File: src/rtl/pc_stack_unit_if.sv
// Command/status bundle between the control unit (master) and the PC/RAS block (slave).
// Commands are level-sampled on each rising clock edge; all status signals are registered in the slave.
interface pc_stack_unit_if #(
  parameter int W     = 16,
  parameter int DEPTH = 8
);
  localparam int SPW = $clog2(DEPTH + 1);

  logic           ld;
  logic           inc;
  logic           rel;
  logic           call;
  logic           ret;
  logic           clr_err;
  logic [W-1:0]   in;
  logic [W-1:0]   off;
  logic [W-1:0]   out;
  logic [W-1:0]   ra_top;
  logic [SPW-1:0] sp_cnt;
  logic           empty;
  logic           full;
  logic           err;

  modport master (
    output ld, inc, rel, call, ret, clr_err, in, off,
    input  out, ra_top, sp_cnt, empty, full, err
  );

  modport slave (
    input  ld, inc, rel, call, ret, clr_err, in, off,
    output out, ra_top, sp_cnt, empty, full, err
  );
endinterface

File: src/rtl/pc_stack_unit.sv
// Program counter with relative jump and return-address stack; priority ret > call > ld > rel > inc.
// Latency: one cycle, every output registered; no backpressure, stack faults set a sticky err.
module pc_stack_unit #(
  parameter int          W       = 16,
  parameter int          DEPTH   = 8,
  parameter int          STEP    = 1,
  parameter logic [W-1:0] RST_VAL = '0
) (
  input  logic             clk,
  input  logic             rst_b,
  pc_stack_unit_if.slave   bus
);
  localparam int SPW = $clog2(DEPTH + 1);
  localparam int IW  = (DEPTH > 1) ? $clog2(DEPTH) : 1;

  logic [W-1:0]   pc_q, pc_d;
  logic [W-1:0]   ra_top_q, ra_top_d;
  logic [SPW-1:0] sp_q, sp_d;
  logic           empty_q, empty_d;
  logic           full_q, full_d;
  logic           err_q, err_d;
  logic [W-1:0]   stack_q [DEPTH];
  logic [W-1:0]   stack_d [DEPTH];

  logic [W-1:0]   ret_addr;
  logic [SPW-1:0] below_sp;
  logic [IW-1:0]  push_idx;
  logic [IW-1:0]  below_idx;

  assign ret_addr  = pc_q + W'(STEP);
  assign below_sp  = sp_q - SPW'(2);
  assign push_idx  = sp_q[IW-1:0];
  assign below_idx = below_sp[IW-1:0];

  always_comb begin
    pc_d     = pc_q;
    ra_top_d = ra_top_q;
    sp_d     = sp_q;
    stack_d  = stack_q;
    // clear first so a fault in the same cycle overrides it
    err_d    = bus.clr_err ? 1'b0 : err_q;

    if (bus.ret) begin
      if (sp_q == '0) begin
        err_d = 1'b1;
      end else begin
        pc_d     = ra_top_q;
        sp_d     = sp_q - SPW'(1);
        ra_top_d = (sp_q >= SPW'(2)) ? stack_q[below_idx] : '0;
      end
    end else if (bus.call) begin
      if (sp_q == SPW'(DEPTH)) begin
        err_d = 1'b1;
      end else begin
        pc_d              = bus.in;
        stack_d[push_idx] = ret_addr;
        sp_d              = sp_q + SPW'(1);
        ra_top_d          = ret_addr;
      end
    end else if (bus.ld) begin
      pc_d = bus.in;
    end else if (bus.rel) begin
      pc_d = pc_q + bus.off;
    end else if (bus.inc) begin
      pc_d = ret_addr;
    end

    empty_d = (sp_d == '0);
    full_d  = (sp_d == SPW'(DEPTH));
  end

  always_ff @(posedge clk or negedge rst_b) begin
    if (!rst_b) begin
      pc_q     <= RST_VAL;
      ra_top_q <= '0;
      sp_q     <= '0;
      empty_q  <= 1'b1;
      full_q   <= 1'b0;
      err_q    <= 1'b0;
    end else begin
      pc_q     <= pc_d;
      ra_top_q <= ra_top_d;
      sp_q     <= sp_d;
      empty_q  <= empty_d;
      full_q   <= full_d;
      err_q    <= err_d;
    end
  end

  // stack contents are don't-care after reset, so no reset branch
  always_ff @(posedge clk) begin
    stack_q <= stack_d;
  end

  assign bus.out    = pc_q;
  assign bus.ra_top = ra_top_q;
  assign bus.sp_cnt = sp_q;
  assign bus.empty  = empty_q;
  assign bus.full   = full_q;
  assign bus.err    = err_q;
endmodule

File: src/flat_wrapper.sv
// flat-port wrapper written by rule: the top's interface ports become plain ports
module pc_stack_unit_flat 
#(
  parameter int          W       = 16,
  parameter int          DEPTH   = 8,
  parameter int          STEP    = 1,
  parameter logic [W-1:0] RST_VAL = '0
)
  (clk, rst_b, bus_ld, bus_inc, bus_rel, bus_call, bus_ret, bus_clr_err, bus_in, bus_off, bus_out, bus_ra_top, bus_sp_cnt, bus_empty, bus_full, bus_err);
  pc_stack_unit_if #(.W(W), .DEPTH(DEPTH)) bus_i ();
  input  logic clk;
  input  logic rst_b;
  input wire logic [$bits(bus_i.ld)-1:0] bus_ld;
  input wire logic [$bits(bus_i.inc)-1:0] bus_inc;
  input wire logic [$bits(bus_i.rel)-1:0] bus_rel;
  input wire logic [$bits(bus_i.call)-1:0] bus_call;
  input wire logic [$bits(bus_i.ret)-1:0] bus_ret;
  input wire logic [$bits(bus_i.clr_err)-1:0] bus_clr_err;
  input wire logic [$bits(bus_i.in)-1:0] bus_in;
  input wire logic [$bits(bus_i.off)-1:0] bus_off;
  output wire logic [$bits(bus_i.out)-1:0] bus_out;
  output wire logic [$bits(bus_i.ra_top)-1:0] bus_ra_top;
  output wire logic [$bits(bus_i.sp_cnt)-1:0] bus_sp_cnt;
  output wire logic [$bits(bus_i.empty)-1:0] bus_empty;
  output wire logic [$bits(bus_i.full)-1:0] bus_full;
  output wire logic [$bits(bus_i.err)-1:0] bus_err;
  assign bus_i.ld = bus_ld;
  assign bus_i.inc = bus_inc;
  assign bus_i.rel = bus_rel;
  assign bus_i.call = bus_call;
  assign bus_i.ret = bus_ret;
  assign bus_i.clr_err = bus_clr_err;
  assign bus_i.in = bus_in;
  assign bus_i.off = bus_off;
  assign bus_out = bus_i.out;
  assign bus_ra_top = bus_i.ra_top;
  assign bus_sp_cnt = bus_i.sp_cnt;
  assign bus_empty = bus_i.empty;
  assign bus_full = bus_i.full;
  assign bus_err = bus_i.err;
  pc_stack_unit #(.W(W), .DEPTH(DEPTH), .STEP(STEP), .RST_VAL(RST_VAL)) u_core (.clk(clk), .rst_b(rst_b), .bus(bus_i));
endmodule
File: config.mk
export PLATFORM = sky130hd
export DESIGN_NAME = pc_stack_unit_flat
export DESIGN_NICKNAME = d
export VERILOG_FILES = /design/src/rtl/pc_stack_unit_if.sv /design/src/rtl/pc_stack_unit.sv /design/src/flat_wrapper.sv
export SDC_FILE = /design/constraint.sdc
export NUM_CORES = 1
export LEC_CHECK = 0
export ABC_AREA = 1
export CAP_MARGIN = 0
export CORE_ASPECT_RATIO = 1.75
export CORE_MARGIN = 10
export CORE_UTILIZATION = 53
export CTS_CLUSTER_SIZE = 8
export DETAILED_ROUTE_END_ITERATION = 10
export GPL_TIMING_DRIVEN = 0
export HOLD_SLACK_MARGIN = 0.02
export PLACE_DENSITY = 0.75
export SLEW_MARGIN = 10
export SYNTH_ARGS = -nofsm -noshare
export SYNTH_HDL_FRONTEND = slang
export SYNTH_SLANG_ARGS = --single-unit
File: constraint.sdc
create_clock -name clk -period 4.8 [get_ports clk]
set_clock_uncertainty 0.1 [all_clocks]
set_input_delay 0.96 -clock clk [delete_from_list [all_inputs] [get_ports clk]]
set_output_delay 0.96 -clock clk [all_outputs]
set_load 0.05 [all_outputs]
==> results of run 1 <==
stage by stage:
stage          cells  setup slack (ns)  total power [W]  hold WS [ns]
2_1_floorplan    888              1.64          0.00432         0.564
3_5_place_dp    1159              1.38          0.00552         0.469
4_1_cts         1191              1.32          0.00691         0.265
5_1_grt         1191              1.12          0.00729         0.273
6_report        1191              1.32          0.00694         0.267
3_3_place_gp    1152             0.981          0.00542         0.473
final timing paths:
path / start / endpoint / slack (ns)
setup reg to reg: u_core.bus.sp_cnt[1] / u_core.bus.ra_top[8] / 1.32
hold / removal: rst_b / u_core.bus.out[14] / 0.27
hold reg to reg: u_core.bus.ra_top[3] / u_core.bus.out[3] / 0.48
min in group clk: u_core.bus.ra_top[3] / u_core.bus.out[3] / 0.48
max in group asynchronous: rst_b / u_core.bus.ra_top[4] / 3.89
setup / recovery: u_core.bus.sp_cnt[1] / u_core.bus.ra_top[8] / 1.32
area by class of cell:
cell class	instances	area share [%]
Timing Repair Buffer	85	8.75
Sequential cell	167	47.6
Inverter	70	2.62
Clock inverter	15	1.68
Tap cell	186	2.30
Buffer	40	1.91
Clock buffer	17	4.20
Multi-Input combinational cell	611	30.9
logic make-up (layout without fill, tap and decap cells):
group	after synthesis	in the layout	share of synthesized area (%)
adders and majority gates	24	24	3.67
buffers and inverters	110	227	5.47
xor gates and xnor gates	16	16	1.67
and+or+nand+nor	395	395	19.4
AOI/OAI and AO/OA	176	176	12.4
DFF	167	167	57.4
state kept, by name, indices dropped and copies added, names as in the netlist:
name / flops
u_core.bus.full: 1
u_core.bus.sp_cnt: 4
u_core.stack_q: 128
u_core.bus.err: 1
u_core.bus.empty: 1
u_core.bus.out: 16
u_core.bus.ra_top: 16
metal layers:
layer | up-vias | share of wire [%] | GRT usage (%)
met5 | - | 0 | 0
met4 | 0 | 6.4 | 14.9
met3 | 92 | 5.7 | 4.40
met2 | 337 | 55 | 43.4
met1 | 3339 | 33 | 24.3
li1 | 3294 | - | -
synthesized netlist by cell type, drive strengths merged (2+ instances only):
library cell	n
o21bai	2
a31oi	12
xnor2	4
nor2	140
clkbuf	22
xor2	12
ha	23
edfxtp	128
dfrtp	38
o21ai	85
o221ai	30
o211ai	6
inv	69
and2	2
nor3	7
nand2	175
a21oi	37
nand4	7
o22ai	2
nand3	60
buf	18
layout by cell type (no fill, tap or decap), drive strengths merged, types with 12 or more instances in the layout:
cell,n
o21ai,85
nand3,60
ha,23
edfxtp,128
nor2,140
a21oi,37
inv,74
o221ai,30
nand2,175
buf,26
dfrtp,38
xor2,12
a31oi,12
clkdlybuf4s50,77
clkbuf,39
power groups by stage:
stage / sequential [W] / combinational (W) / clock [W]
after floorplan: 0.00270 / 0.00161 / 0
after global placement: 0.00227 / 0.00315 / 0
after detailed placement: 0.00227 / 0.00325 / 0
after CTS: 0.00224 / 0.00329 / 0.00139
after global routing: 0.00228 / 0.00357 / 0.00144
final: 0.00225 / 0.00330 / 0.00139
==> tab_implementation.tex, run 1 <==
\begin{tabular}{lr}
\hline
Metric & Value \\
\hline
\multicolumn{2}{l}{\textbf{Route}} \\
\quad Count of TritonRoute iterations in the first routing pass & 5 \\
\quad DRT antenna net count & 0 \\
\quad Average wire per cell in the routed design & 21.6 um \\
\quad Vias/cell & between 5 and 6 \\
\quad Detailed router's first-iteration violation count & 582 \\
\quad Routed Wire Length & between 20 and 30 mm \\
\quad DRC Markers & 0 \\
\quad Via count & 7062 \\
\multicolumn{2}{l}{\textbf{Synth}} \\
\quad Largest area contributor in the synthesized netlist & sky130\_fd\_sc\_hd\_\_edfxtp\_1 \\
\quad Synthesized flop and latch total & between 150 and 200 \\
\quad Mapped cell area & 0.00839 mm2 \\
\quad Primary flip-flop cell chosen by synthesis mapping & sky130\_fd\_sc\_hd\_\_edfxtp\_1 \\
\quad Async set-reset flop share out of synthesis & between 20\% and 30\% \\
\quad Number of warnings reported in the yosys synthesis log & 0 \\
\quad Part of the Yosys area used for sequential elements & between 50 and 60\% \\
\quad Number of cells produced by synthesis & $\sim$890 \\
\quad Share of the synthesized area in the top cell type & a little under half \\
\quad Count of unique library cells instantiated by Yosys & 41 \\
\quad Post-synth EDFFs & between 100 and 150 \\
\quad Syn Nets & between 900 and 1000 \\
\quad Main area contributors after synthesis & sky130\_fd\_sc\_hd\_\_edfxtp\_1 46\%, sky130\_fd\_sc\_hd\_\_dfrtp\_1 11\%, sky130\_fd\_sc\_hd\_\_nand2\_1 7.7\% \\
\quad Synthesized area per cell & around 9.5 um2 \\
\multicolumn{2}{l}{\textbf{Pwr}} \\
\quad Relative contribution of the clock network to total power & 20.0\% \\
\quad Internal Power & 0.00375 W \\
\quad Power per unit of standard cell area & 685 mW/mm2 \\
\quad Leakage & roughly 4 nW \\
\quad Power share of the combinational group & between 40\% and 50\% \\
\quad Switching portion of total power & between 40\% and 50\% \\
\quad Switching power of the nets & roughly 0.0032 W \\
\quad Share of total power in sequential cells & between 30\% and 40\% \\
\quad Peak supply drop & approximately 0.00043 V \\
\multicolumn{2}{l}{\textbf{Critical path}} \\
\quad Most used cell along the critical path & sky130\_fd\_sc\_hd\_\_clkbuf\_1 \\
\quad Crit end category & flip-flop \\
\quad Number of buffer and inverter stages on the critical path & 5 \\
\quad Critical Path Fanout Max & 12 \\
\quad Kind of start point of the critical path & flip-flop \\
\quad Stage delay of the slowest cell on the critical path & approximately 0.48 ns \\
\quad Critical path's slowest cell & sky130\_fd\_sc\_hd\_\_dfrtp\_1 \\
\quad Worst-path cell chain & clkbuf\_1, inv\_1, buf\_2, ha\_1, clkbuf\_1, buf\_1, o221ai\_1, nand3\_1, a31oi\_1 \\
\quad Cell family with most CP delay & buffers and inverters \\
\quad Critical path type & reg2reg \\
\quad Data required, critical path & 5.01 ns \\
\quad Number of cells on the critical path & 9 \\
\quad Data arrival time at the worst-slack endpoint & between 3 and 4 ns \\
\quad Reg2Reg Depth & 9 \\
\multicolumn{2}{l}{\textbf{Timing}} \\
\quad Transition time of the tightest slew-check pin & roughly 0.97 ns \\
\quad F\_max & 288 MHz \\
\quad RSZ-0062 raised after global routing & no \\
\quad Finish-stage setup viols & 0 \\
\quad Worst relative slew slack & approximately a third \\
\quad Min Clock Period, post-route & 3.48 ns \\
\quad Final count of hold timing violations & 0 \\
\quad TNS Setup & 0 ns \\
\quad Share of the clock period used by the worst path & about 72\% \\
\quad Max-slew violation total from the final report & 0 \\
\multicolumn{2}{l}{\textbf{Clocking}} \\
\quad H-tree lvl count & 4 \\
\quad TritonCTS Sinks & 167 \\
\quad Clock insertion delay at the later pin of the skew report & around 0.43 ns \\
\quad CTS Hold Bufs & 0 \\
\quad Clock buffer count from CTS & 17 \\
\quad Cell at the root of the clock tree & sky130\_fd\_sc\_hd\_\_clkbuf\_16 \\
\quad Maximum count of clock buffers along a single path & 2 \\
\quad Post-cts repair resize count & 0 \\
\quad TritonCTS clock tree & built \\
\quad Clock-pin slew of the registers on the worst-case setup and hold paths & 0.07 ns \\
\quad Post-CTS setup-driven buffer insertion count & 0 \\
\multicolumn{2}{l}{\textbf{Placement}} \\
\quad Number of input and output port buffers inserted & around 80 \\
\quad HPWL Detailed & between 15 and 20 mm \\
\quad Routability cong. & between 0.9 and 1 \\
\quad Placement-stage cell area & between 0.009 and 0.01 mm2 \\
\multicolumn{2}{l}{\textbf{Global route}} \\
\quad GRT overflow & 0 \\
\quad GRT Total Usage & 24.1\% \\
\quad Vias in the first global route & between 7000 and 8000 \\
\quad Wire length of the first global-routing pass & 39.9 mm \\
\quad Initial antenna violation count & 0 \\
\quad Pin count of the biggest net entering global routing & 33 \\
\multicolumn{2}{l}{\textbf{Finish}} \\
\quad Number of diodes added for antenna fixing & 0 \\
\quad Nets@finish & 1056 \\
\quad Share of final-layout standard cells stronger than drive strength 1 & $\sim$8\% \\
\quad End-of-flow core utilization & between 60\% and 70\% \\
\quad Cell area after layout & a little over 0.01 mm2 \\
\quad Area growth syn-to-layout & 20.7\% \\
\quad Area taken by multi-input logic gates & 0.00313 mm2 \\
\quad Sequential cell area & just under 0.005 mm2 \\
\quad Fill cell count & approximately 1300 \\
\multicolumn{2}{l}{\textbf{Die}} \\
\quad Core Area & $\sim$0.015 mm2 \\
\quad Die width & roughly 120 um \\
\quad Cell row count & 60 \\
\quad Starting density of the core & 54.3\% \\
\quad Number of I/O pins & 79 \\
\quad Total die area & 0.0215 mm2 \\
\quad Height of the die & 186 um \\
\multicolumn{2}{l}{\textbf{Status}} \\
\quad Status & complete, no violations \\
\multicolumn{2}{l}{\textbf{Worst hold path}} \\
\quad Worst min path class & in2async \\
\multicolumn{2}{l}{\textbf{Run}} \\
\quad Number of max-capacitance violations reported & 0 \\
\hline
\end{tabular}
No activity file was read; power rests on OpenSTA's default activity.
==> inputs of run 2 (changes only) <==
Clock period 4.8 ns to 3.3 ns, I/O delays scaled along.
==> tab_implementation.tex, run 2 (same netlist as run 1, synthesis figures left out) <==
\begin{tabular}{lr}
\hline
Metric & Value \\
\hline
\multicolumn{2}{l}{\textbf{Clocking}} \\
\quad Clock insertion delay at the later pin of the skew report & 0.43 ns (about the same) \\
\quad TritonCTS clock tree & built (unchanged) \\
\quad Maximum count of clock buffers along a single path & 2 (unchanged) \\
\quad Cell at the root of the clock tree & sky130\_fd\_sc\_hd\_\_clkbuf\_16 (unchanged) \\
\quad H-tree lvl count & 4 (unchanged) \\
\quad TritonCTS Sinks & 167 (unchanged) \\
\quad Clock buffer count from CTS & 17 (unchanged) \\
\quad Clock-pin slew of the registers on the worst-case setup and hold paths & 0.07 ns (about the same) \\
\multicolumn{2}{l}{\textbf{Timing}} \\
\quad Final count of hold timing violations & 0 (unchanged) \\
\quad Transition time of the tightest slew-check pin & 0.916 ns (was 0.972 ns) \\
\quad TNS Setup & 0 ns (unchanged) \\
\quad Max-slew violation total from the final report & 0 (unchanged) \\
\quad Worst relative slew slack & 38.5\% (was 34.8\%) \\
\quad Worst setup margin & 0.336 ns (was 1.32 ns) \\
\quad Finish-stage setup viols & 0 (unchanged) \\
\quad RSZ-0062 raised after global routing & no (unchanged) \\
\quad Min Clock Period, post-route & 2.96 ns (was 3.48 ns) \\
\quad F\_max & 337 MHz (was 288 MHz) \\
\quad Share of the clock period used by the worst path & 89.8\% (was 72.4\%) \\
\quad Fin Hold WS & 0.487 ns (was 0.267 ns) \\
\multicolumn{2}{l}{\textbf{Pwr}} \\
\quad Switching portion of total power & 46.0\% (about the same) \\
\quad Switching power of the nets & 0.00465 W (was 0.00319 W) \\
\quad Peak supply drop & 0.000629 V (was 0.000432 V) \\
\quad Internal Power & 0.00545 W (was 0.00375 W) \\
\quad Power per unit of standard cell area & 995 mW/mm2 (was 685 mW/mm2) \\
\quad Relative contribution of the clock network to total power & 20.0\% (about the same) \\
\quad Leakage & 4.02 nW (about the same) \\
\quad Share of total power in sequential cells & 32.4\% (about the same) \\
\quad Power share of the combinational group & 47.5\% (was 47.6\%) \\
\multicolumn{2}{l}{\textbf{Route}} \\
\quad Vias/cell & 5.91 (was 5.93) \\
\quad Count of TritonRoute iterations in the first routing pass & 5 (unchanged) \\
\quad DRT antenna net count & 0 (unchanged) \\
\quad DRC Markers & 0 (unchanged) \\
\quad Detailed router's first-iteration violation count & 489 (was 582) \\
\quad Routed Wire Length & 25.8 mm (about the same) \\
\quad Average wire per cell in the routed design & 21.7 um (was 21.6 um) \\
\quad Via count & 7036 (was 7062) \\
\multicolumn{2}{l}{\textbf{Global route}} \\
\quad GRT Total Usage & 24.1\% (about the same) \\
\quad GRT overflow & 0 (unchanged) \\
\quad Vias in the first global route & 7350 (was 7360) \\
\quad Wire length of the first global-routing pass & 39.9 mm (about the same) \\
\quad Pin count of the biggest net entering global routing & 33 (unchanged) \\
\quad Initial antenna violation count & 0 (unchanged) \\
\multicolumn{2}{l}{\textbf{Die}} \\
\quad Die width & 115 um (unchanged) \\
\quad Core Area & 0.0155 mm2 (unchanged) \\
\quad Starting density of the core & 54.3\% (unchanged) \\
\quad Total die area & 0.0215 mm2 (unchanged) \\
\quad Number of I/O pins & 79 (unchanged) \\
\quad Height of the die & 186 um (unchanged) \\
\quad Cell row count & 60 (unchanged) \\
\multicolumn{2}{l}{\textbf{Placement}} \\
\quad Placed cell count & 1159 (unchanged) \\
\quad HPWL Detailed & 19.6 mm (unchanged) \\
\quad Routability cong. & 0.964 (unchanged) \\
\quad Worst slack at placement & -0.122 ns (was 1.38 ns) \\
\quad Number of input and output port buffers inserted & 78 (unchanged) \\
\multicolumn{2}{l}{\textbf{Critical path}} \\
\quad Origin of the critical flop-to-flop path & u\_core.bus.sp\_cnt[1] (unchanged) \\
\quad Data arrival time at the worst-slack endpoint & 3.00 ns (was 3.68 ns) \\
\quad Crit end category & flip-flop (unchanged) \\
\quad Kind of start point of the critical path & flip-flop (unchanged) \\
\quad Data required, critical path & 3.33 ns (was 5.01 ns) \\
\quad Critical Path Fanout Max & 12 (unchanged) \\
\quad Launching element of the worst setup path & u\_core.bus.sp\_cnt[1] (unchanged) \\
\quad Critical path type & reg2reg (unchanged) \\
\multicolumn{2}{l}{\textbf{Finish}} \\
\quad Most flops, register & u\_core.stack\_q (unchanged) \\
\quad Non-filler cells, final & 1190 (was 1191) \\
\quad Area growth syn-to-layout & 20.8\% (was 20.7\%) \\
\quad Most common library cell in the layout ignoring fill and taps & sky130\_fd\_sc\_hd\_\_nand2\_1 (unchanged) \\
\quad Number of flip-flops in the largest register & 128 (unchanged) \\
\quad Nets@finish & 1055 (was 1056) \\
\quad End-of-flow core utilization & 65.6\% (was 65.5\%) \\
\quad Number of diodes added for antenna fixing & 0 (unchanged) \\
\quad Top library cells by usage in the layout, fill and taps aside & 173 x sky130\_fd\_sc\_hd\_\_nand2\_1, 128 x sky130\_fd\_sc\_hd\_\_nor2\_1, 128 x sky130\_fd\_sc\_hd\_\_edfxtp\_1, 81 x sky130\_fd\_sc\_hd\_\_o21ai\_0, 77 x sky130\_fd\_sc\_hd\_\_clkdlybuf4s50\_1 (unchanged) \\
\quad Share of final-layout standard cells stronger than drive strength 1 & 8.17\% (was 7.96\%) \\
\multicolumn{2}{l}{\textbf{Status}} \\
\quad Status & complete, no violations (unchanged) \\
\multicolumn{2}{l}{\textbf{Run}} \\
\quad Number of max-capacitance violations reported & 0 (unchanged) \\
\multicolumn{2}{l}{\textbf{Worst hold path}} \\
\quad Worst min path class & reg2reg (was in2async) \\
\quad Launch point of the worst hold path & u\_core.bus.ra\_top[3] \\
\hline
\end{tabular}
-- run 2: cell types whose count changed in the layout (fill, tap and decap cells not counted), sizes merged --
cell,delta
buf,-1
clkbuf,-1
dlygate4sd3,+1
-- run 2: final timing paths --
path                       cells after the start              endpoint  slack, ns
max reg2reg                                   10    u_core.stack_q[66]       0.34
min                                            2     u_core.bus.out[3]       0.49
min reg2reg                                    2     u_core.bus.out[3]       0.49
min in group asynchronous                      2    u_core.bus.out[14]       0.54
max in group asynchronous                      3  u_core.bus.ra_top[5]       2.11
max                                           10    u_core.stack_q[66]       0.34
-- run 2: routing by layer --
layer / part of all wire, % / global-route usage, %
met1: 33 / 24.3
met2: 55 / 43.5
met3: 5.8 / 4.40
met4: 6.0 / 14.9
met5: 0 / 0
-- run 2: layout make-up --
cell class	instances	area [um2]
multi-input cells	611	3140
flip-flops and latches	167	4820
clock inverters	15	170
plain buffers	38	189
repair buffers	86	896
clock buffers	17	425
well taps	186	233
fillers	1252	5320
inverters	70	265
-- run 2: critical path, cell delays in order, from the launching register on --
cell,delay (ns)
sky130_fd_sc_hd__dfrtp_1,0.48
sky130_fd_sc_hd__clkbuf_2,0.29
sky130_fd_sc_hd__inv_1,0.21
sky130_fd_sc_hd__buf_2,0.25
sky130_fd_sc_hd__ha_1,0.24
sky130_fd_sc_hd__nand3_2,0.11
sky130_fd_sc_hd__clkinv_1,0.08
sky130_fd_sc_hd__nor2_2,0.18
sky130_fd_sc_hd__nand2_1,0.13
sky130_fd_sc_hd__nor2_2,0.36
sky130_fd_sc_hd__buf_8,0.22
-- run 2: power by group through the flow --
stage | Clock [W] | Combinational, W | Sequential [W]
after floorplan | 0 | 0.00234 | 0.00393
after global placement | 0 | 0.00458 | 0.00331
after detailed placement | 0 | 0.00473 | 0.00330
after CTS | 0.00202 | 0.00477 | 0.00326
after global routing | 0.00210 | 0.00519 | 0.00331
final | 0.00202 | 0.00480 | 0.00327
-- run 2: per-stage QoR --
stage | power (W) | instance area (um2)
detailed placement | 0.00803 | 9530
finish | 0.0101 | 10100
floorplan | 0.00628 | 8390
global placement | 0.00788 | 9410
CTS | 0.0101 | 10100
global route | 0.0106 | 10100
-- run 2: repair_timing --
| item | in CTS | in global routing |
|---|---|---|
| hold buffers | 1 | 0 |
| endpoints found under the setup margin | 43 | 21 |
| buffers inserted | 0 | 0 |
| hold endpoints to repair | 6 | 0 |
| resized for setup | 2 | 3 |
